## src/rtl/rf_write_arbiter.sv

```systemverilog
// rf_write_arbiter: owns the single register-file write port.
// Core writeback (port 0) and host/debug loader (port 1) share the port
// through valid/ready handshakes with round-robin arbitration. A clear
// sequencer can sweep every register, writing zero.
// Optional build macro RF_X0_GUARD_EN: register 0 is never written by
// requesters, and the clear sweep starts at address 1.

module rf_write_arbiter #(
    parameter int ADDR_W = 5,
    parameter int DATA_W = 32,
    parameter int DEPTH  = 32
) (
    input  logic              inclk,
    input  logic              rstn,
    input  logic              req0_valid,
    input  logic [ADDR_W-1:0] req0_addr,
    input  logic [DATA_W-1:0] req0_data,
    output logic              req0_ready,
    input  logic              req1_valid,
    input  logic [ADDR_W-1:0] req1_addr,
    input  logic [DATA_W-1:0] req1_data,
    output logic              req1_ready,
    input  logic              clear_start,
    output logic              clear_busy,
    output logic              clear_done,
    output logic              RF_W,
    output logic [ADDR_W-1:0] write_addr,
    output logic [DATA_W-1:0] write_data
);

    typedef enum logic {
        IDLE  = 1'b0,
        CLEAR = 1'b1
    } state_t;

    // The counter is one bit wider than the address so DEPTH == 2^ADDR_W
    // can still be reached and compared without wrapping.
    localparam logic [ADDR_W:0] CNT_LAST = (ADDR_W+1)'(DEPTH - 1);
    localparam logic [ADDR_W:0] CNT_ONE  = (ADDR_W+1)'(1);
`ifdef RF_X0_GUARD_EN
    localparam logic [ADDR_W:0] CNT_FIRST = (ADDR_W+1)'(1);
`else
    localparam logic [ADDR_W:0] CNT_FIRST = '0;
`endif

    state_t          state;
    state_t          next_state;
    logic            rr_ptr;
    logic [ADDR_W:0] clr_cnt;
    logic            grant0;
    logic            grant1;
    logic            sweep_last;
    logic            wr_ok0;
    logic            wr_ok1;

    // >= rather than == keeps the sweep terminating even for degenerate DEPTH.
    assign sweep_last = (clr_cnt >= CNT_LAST);
    assign clear_busy = (state == CLEAR);
    assign req0_ready = grant0;
    assign req1_ready = grant1;

`ifdef RF_X0_GUARD_EN
    assign wr_ok0 = (req0_addr != '0);
    assign wr_ok1 = (req1_addr != '0);
`else
    assign wr_ok0 = 1'b1;
    assign wr_ok1 = 1'b1;
`endif

    // Next-state and ready generation; clear_start beats any same-cycle request.
    always_comb begin
        next_state = state;
        grant0     = 1'b0;
        grant1     = 1'b0;
        case (state)
            IDLE: begin
                if (clear_start) begin
                    next_state = CLEAR;
                end else if (req0_valid && req1_valid) begin
                    grant0 = ~rr_ptr;
                    grant1 = rr_ptr;
                end else begin
                    grant0 = req0_valid;
                    grant1 = req1_valid;
                end
            end
            CLEAR: begin
                if (sweep_last) begin
                    next_state = IDLE;
                end
            end
            default: next_state = IDLE;
        endcase
        if (!rstn) begin
            grant0 = 1'b0;
            grant1 = 1'b0;
        end
    end

    // State register.
    always_ff @(posedge inclk or negedge rstn) begin
        if (!rstn) begin
            state <= IDLE;
        end else begin
            state <= next_state;
        end
    end

    // Round-robin pointer points at the port that did not win last time;
    // sweep counter loads on entry to CLEAR and advances once per sweep cycle.
    always_ff @(posedge inclk or negedge rstn) begin
        if (!rstn) begin
            rr_ptr  <= 1'b0;
            clr_cnt <= '0;
        end else begin
            if (grant0) begin
                rr_ptr <= 1'b1;
            end else if (grant1) begin
                rr_ptr <= 1'b0;
            end
            if (state == IDLE && clear_start) begin
                clr_cnt <= CNT_FIRST;
            end else if (state == CLEAR) begin
                clr_cnt <= clr_cnt + CNT_ONE;
            end
        end
    end

    // Registered write port: a sweep write or the accepted request, else idle.
    always_ff @(posedge inclk or negedge rstn) begin
        if (!rstn) begin
            RF_W       <= 1'b0;
            write_addr <= '0;
            write_data <= '0;
            clear_done <= 1'b0;
        end else begin
            RF_W       <= 1'b0;
            clear_done <= 1'b0;
            if (state == CLEAR) begin
                RF_W       <= 1'b1;
                write_addr <= clr_cnt[ADDR_W-1:0];
                write_data <= '0;
                clear_done <= sweep_last;
            end else if (grant0) begin
                if (wr_ok0) begin
                    RF_W       <= 1'b1;
                    write_addr <= req0_addr;
                    write_data <= req0_data;
                end
            end else if (grant1) begin
                if (wr_ok1) begin
                    RF_W       <= 1'b1;
                    write_addr <= req1_addr;
                    write_data <= req1_data;
                end
            end
        end
    end

endmodule

```

## config.mk

```make
export PLATFORM = sky130hd
export DESIGN_NAME = rf_write_arbiter
export DESIGN_NICKNAME = d
export VERILOG_FILES = /design/src/rtl/rf_write_arbiter.sv
export SDC_FILE = /design/constraint.sdc
export NUM_CORES = 1
export LEC_CHECK = 0
export ABC_CLOCK_PERIOD_IN_PS = 3630
export CAP_MARGIN = 20
export CELL_PAD_IN_SITES_DETAIL_PLACEMENT = 1
export CELL_PAD_IN_SITES_GLOBAL_PLACEMENT = 2
export CORE_MARGIN = 2
export CORE_UTILIZATION = 26
export CTS_CLUSTER_SIZE = 14
export DETAILED_ROUTE_END_ITERATION = 12
export GPL_ROUTABILITY_DRIVEN = 0
export GPL_TIMING_DRIVEN = 0
export PLACE_DENSITY_LB_ADDON = 0.05
export SKIP_LAST_GASP = 1
export SYNTH_ARGS = -nofsm -noshare
export SYNTH_HDL_FRONTEND = slang
export SYNTH_SLANG_ARGS = --single-unit
```

## constraint.sdc

```tcl
create_clock -name inclk -period 3.63 [get_ports inclk]
set_clock_uncertainty 0.1 [all_clocks]
set_input_delay 0.726 -clock inclk [delete_from_list [all_inputs] [get_ports inclk]]
set_output_delay 0.726 -clock inclk [all_outputs]
set_load 0.005 [all_outputs]
```

Yosys cells after proc, flatten, opt, wreduce, memory -nomap -nowiden

Index checks and enable logic that the tools add are counted.

Output and inout port bits: 42
Logic and storage cells: 41
Bits of input ports: 79
Register bits after elaboration: 47

Mux-type cells: 25
Reduce and logical (&&, ||, !) cells: 5
Bitwise gates (word level): 2
$add $sub $neg: 1
Order comparisons: 1

Operator list:

| cell                                                                                | number |
|---|---|
| 32-bit 2-to-1 mux                                                                   | 3 |
| 1-bit 2-to-1 mux                                                                    | 16 |
| 5-bit 2-to-1 mux                                                                    | 3 |
| 6-bit 2-to-1 mux                                                                    | 2 |
| 6-bit by 1-bit adder with 6-bit output, second input constant                       | 1 |
| 6-bit by 5-bit greater-or-equal comparator with 1-bit output, second input constant | 1 |
| 2-bit nonzero test                                                                  | 2 |
| 3-bit nonzero test                                                                  | 1 |
| 1-bit logical AND                                                                   | 2 |
| 1-bit inverter                                                                      | 2 |
| 1-bit case mux with 2 select lines                                                  | 1 |

Logic depth before layout (Yosys ltp)

Word-level depth: 8
Mapped depth: 6
Depth with buffers taken out: 4

Worst setup path before layout

Ideal clock, no wire load.

Path type: input-to-output
From: input req0_valid
To: output req0_ready
Stages on the path: 4
Setup slack: 1.279 ns
Data arrival time: 1.525 ns
Path through: a21boi_1 buf_2 buf_4 and3_1

Word-level cells in the longest chain between the ends: 5

Ends and longest elaborated chain:

| what               | line | text |
|---|---|---|
| start, declared    | 15   | `input logic req0_valid,` |
| 1-bit logical AND  | 79   | `end else if (req0_valid && req1_valid) begin` |
| 1-bit 2-to-1 mux * | 79   |  |
| 1-bit 2-to-1 mux * | 77   | `if (clear_start) begin` |
| 1-bit 2-to-1 mux * | 75   | `case (state)` |
| 1-bit 2-to-1 mux * | 94   | `if (!rstn) begin` |
| end, declared      | 18   | `output logic req0_ready,` |

Every way passes the cells marked *; elsewhere a longest branch is shown, timed or not.

Worst setup path after layout

From: input req1_valid
To: output req0_ready

Word-level cells in the longest chain between the ends: 5

Ends and longest elaborated chain:

| what              | line | text |
|---|---|---|
| start, declared   | 19   | `input logic req1_valid,` |
| 1-bit logical AND | 79   |  |
| 1-bit 2-to-1 mux  | 79   |  |
| 1-bit 2-to-1 mux  | 77   |  |
| 1-bit 2-to-1 mux  | 75   |  |
| 1-bit 2-to-1 mux  | 94   |  |

Every way passes these cells.

==> reports/qor.csv <==
stage;metric;value;unit
floorplan;start_util;0.270;
timing;final.setup.tns;0;ns
route;drtPass1Iterations;4;
run;max_cap_violations;0;
finish;nets;419;
power_and_ir_drop;p_leak;0.00165;µW
cts;clock_sinks;47;
yosys;synth.area.top_cells;dfrtp_1 (47%), mux2i_1 (27%), nand2b_1 (9.0%);
timing;hold_viol;0;
floorplan;io_pins;121;
route;drc;0;
timing;period_minus_slack;3.48;ns
placement;port_buffers;120;
yosys;syn-num-nets;291;
worst_setup_path;cpMostUsedCell;clkdlybuf4s50_1;
timing;fmax;287;MHz
global_routing;grt_pass1_vias;2085;
placement;dpl.cell_count;461;
yosys;synthCells;211;
cts;post-cts-setup-buffer-count;0;
timing;finalSetupViolations;0;
global_routing;grt_max_degree;28;
floorplan;fp-row-count;35;
power_and_ir_drop;powerDensity;397;mW/mm²
finish;drive_gt1_frac;0.0618;
worst_setup_path;cp-start-kind;input pin;
yosys;ys_ff_latch;47;
worst_setup_path;crit_chain;clkdlybuf4s50_1 > a21boi_1 > clkbuf_4 > buf_4 > and3_1 > clkdlybuf4s50_1;
cts;clockRootBuffer;clkbuf_8;
yosys;synth_edf_count;0;
global_routing;groute.usage.overall;0.134;
worst_setup_path;crit_arrival;2.66;ns
timing;grt_setup_unrepaired;false;
timing;tightest_slew;0.646;ns
yosys;synth_area;0.00251;mm²
cts;clk_latency;0.29;ns
route;route.antenna.remaining_nets;0;
worst_setup_path;cpMaxStageDelayCell;clkdlybuf4s50_1;
yosys;async_flop_share;1.00;
worst_setup_path;worstPathMaxFanout;10;
cts;clk_pin_slew;0.09;ns
timing;whs;0.344;ns
yosys;synth_common_cells;mux2i_1 (68), dfrtp_1 (47), nand2b_1 (36), nand2_1 (8), inv_1 (7);
finish;syn2layout_area_growth;59.0;%
floorplan;die_x;102;µm
yosys;yosys_most_used_dff;dfrtp_1;
floorplan;die_y;102;µm
yosys;avgSynthCellArea;11.9;µm²
yosys;synth_most_common_cell;mux2i_1;
worst_setup_path;critPathCaptureType;output port;
yosys;synth_warnings;0;
finish;final_cells;469;
cts;cts_tree;yes;
hold_path;hp-class;input pin to async pin;
placement;post-dp-hpwl;5.37;mm
yosys;seq_area_frac_synth;0.469;
route;drt-total-wl;6.95;mm
cts;h-tree-depth;2;
route;drt_iter0_drc;17;
timing;maxSlewViolCount;0;
finish;fillers;1047;
power_and_ir_drop;vdd_drop_max;0.000216;V
global_routing;grt_pass1_wl;10.8;mm
route;vias_per_cell;4.31;
yosys;synth_top_area_share;0.469;
global_routing;grt-ovfl-total;0;
yosys;synthDistinctLibCells;31;
global_routing;antenna_found_initial;0;
worst_setup_path;critical_path_class;input pin to output port;
timing;period_share;0.960;
floorplan;coreArea;0.00928;mm²
route;wire_per_inst;14.8;µm
worst_setup_path;cp.required;2.80;ns
timing;slew_headroom;0.569;
cts;cts_made_buffers;5;
yosys;synth_top_area_cell;dfrtp_1;
outcome;status;finished clean;
floorplan;die_area;0.0104;mm²
route;vias;2021;
finish;num_antenna_cells;0;
worst_setup_path;max_stage_delay;0.50;ns
cts;max-clock-path-buffers;2;
==> critical path, delay by kind of cell <==
kind | cells | cell delay [ns]
buf+inv | 4 | 1.53
compound gates | 1 | 0.21
simple gates | 1 | 0.18
==> per-stage QoR <==
| step | utilization | cell area [µm²] | power (µW) | setup WS (ns) |
|---|---|---|---|---|
| after floorplan | - | 2510 | 974 | 1.28 |
| after global placement | 0.417 | 3870 | 1250 | -1.42 |
| after detailed placement | 0.418 | 3880 | 1260 | 0.0583 |
| after CTS | 0.429 | 3990 | 1620 | 0.0446 |
| after global routing | 0.430 | 3990 | 1700 | 0.0181 |
| final | 0.430 | 3990 | 1580 | 0.147 |
==> sequential cells by signal, summed over array words and instances (netlist names) <==
signal / flops
rr_ptr: 1
clear_done: 1
write_data: 32
clear_busy: 1
write_addr: 5
clr_cnt: 6
RF_W: 1
==> report_power, final <==
| group | switching, µW | internal [µW] |
|---|---|---|
| Clock | 175 | 174 |
| Combinational | 223 | 333 |
| Sequential | 67.0 | 609 |
| Total | 466 | 1120 |
==> routing by layer <==
metal  global-route usage  share of wire  up-vias
li1                     -              -      990
met1                0.181           0.46      964
met2                0.218           0.47       63
met3               0.0349          0.065        4
met4               0.0246         0.0037        0
met5                    0              0        -
==> cell families after synthesis <==
| logic type | Yosys count | share of synthesized area |
|---|---|---|
| buf+inv | 20 | 0.0594 |
| xor+xnor | 2 | 0.00699 |
| compound gates | 17 | 0.0539 |
| mux | 68 | 0.271 |
| flops | 47 | 0.469 |
| fa+ha+maj | 1 | 0.00499 |
| simple gates | 56 | 0.134 |
==> worst paths after layout <==
kind / start / slack, ns / cells after the start / endpoint
max: req1_valid / 0.15 / 6 / req0_ready
min: rstn / 0.34 / 1 / write_data[6]$_DFFE_PN0P_
max reg2reg: clear_busy$_DFF_PN0_ / 1.84 / 6 / write_data[25]$_DFFE_PN0P_
min reg2reg: clr_cnt[5]$_DFFE_PN0P_ / 0.41 / 1 / clr_cnt[5]$_DFFE_PN0P_
max in group asynchronous: rstn / 2.52 / 2 / write_data[20]$_DFFE_PN0P_
min in group inclk: clr_cnt[5]$_DFFE_PN0P_ / 0.41 / 1 / clr_cnt[5]$_DFFE_PN0P_
==> what timing repair did <==
item,in CTS,in global routing
endpoints found under the setup margin,0,1
hold buffers,0,0
resized for setup,0,1
==> layout make-up <==
cell class	count	area, µm²	area share
inverter	7	26.3	0.00659
clock buffer	8	100	0.0251
tap	129	161	0.0405
multi-input combinational	144	1180	0.297
sequential	47	1180	0.295
timing repair buffer	121	1220	0.305
buffer	13	125	0.0314
==> layout by cell type (no fill, tap or decap), types with 3 or more instances in the layout <==
cell and count:
clkbuf_1 5, inv_1 7, buf_12 4, mux2i_1 68, o221ai_1 4, a22o_1 3, nand2b_1 36, dfrtp_1 47
nand2_1 8, o21ai_0 3, clkbuf_8 7, clkdlybuf4s50_1 119, nor2_1 4
Power figures use the tool's default switching activity.
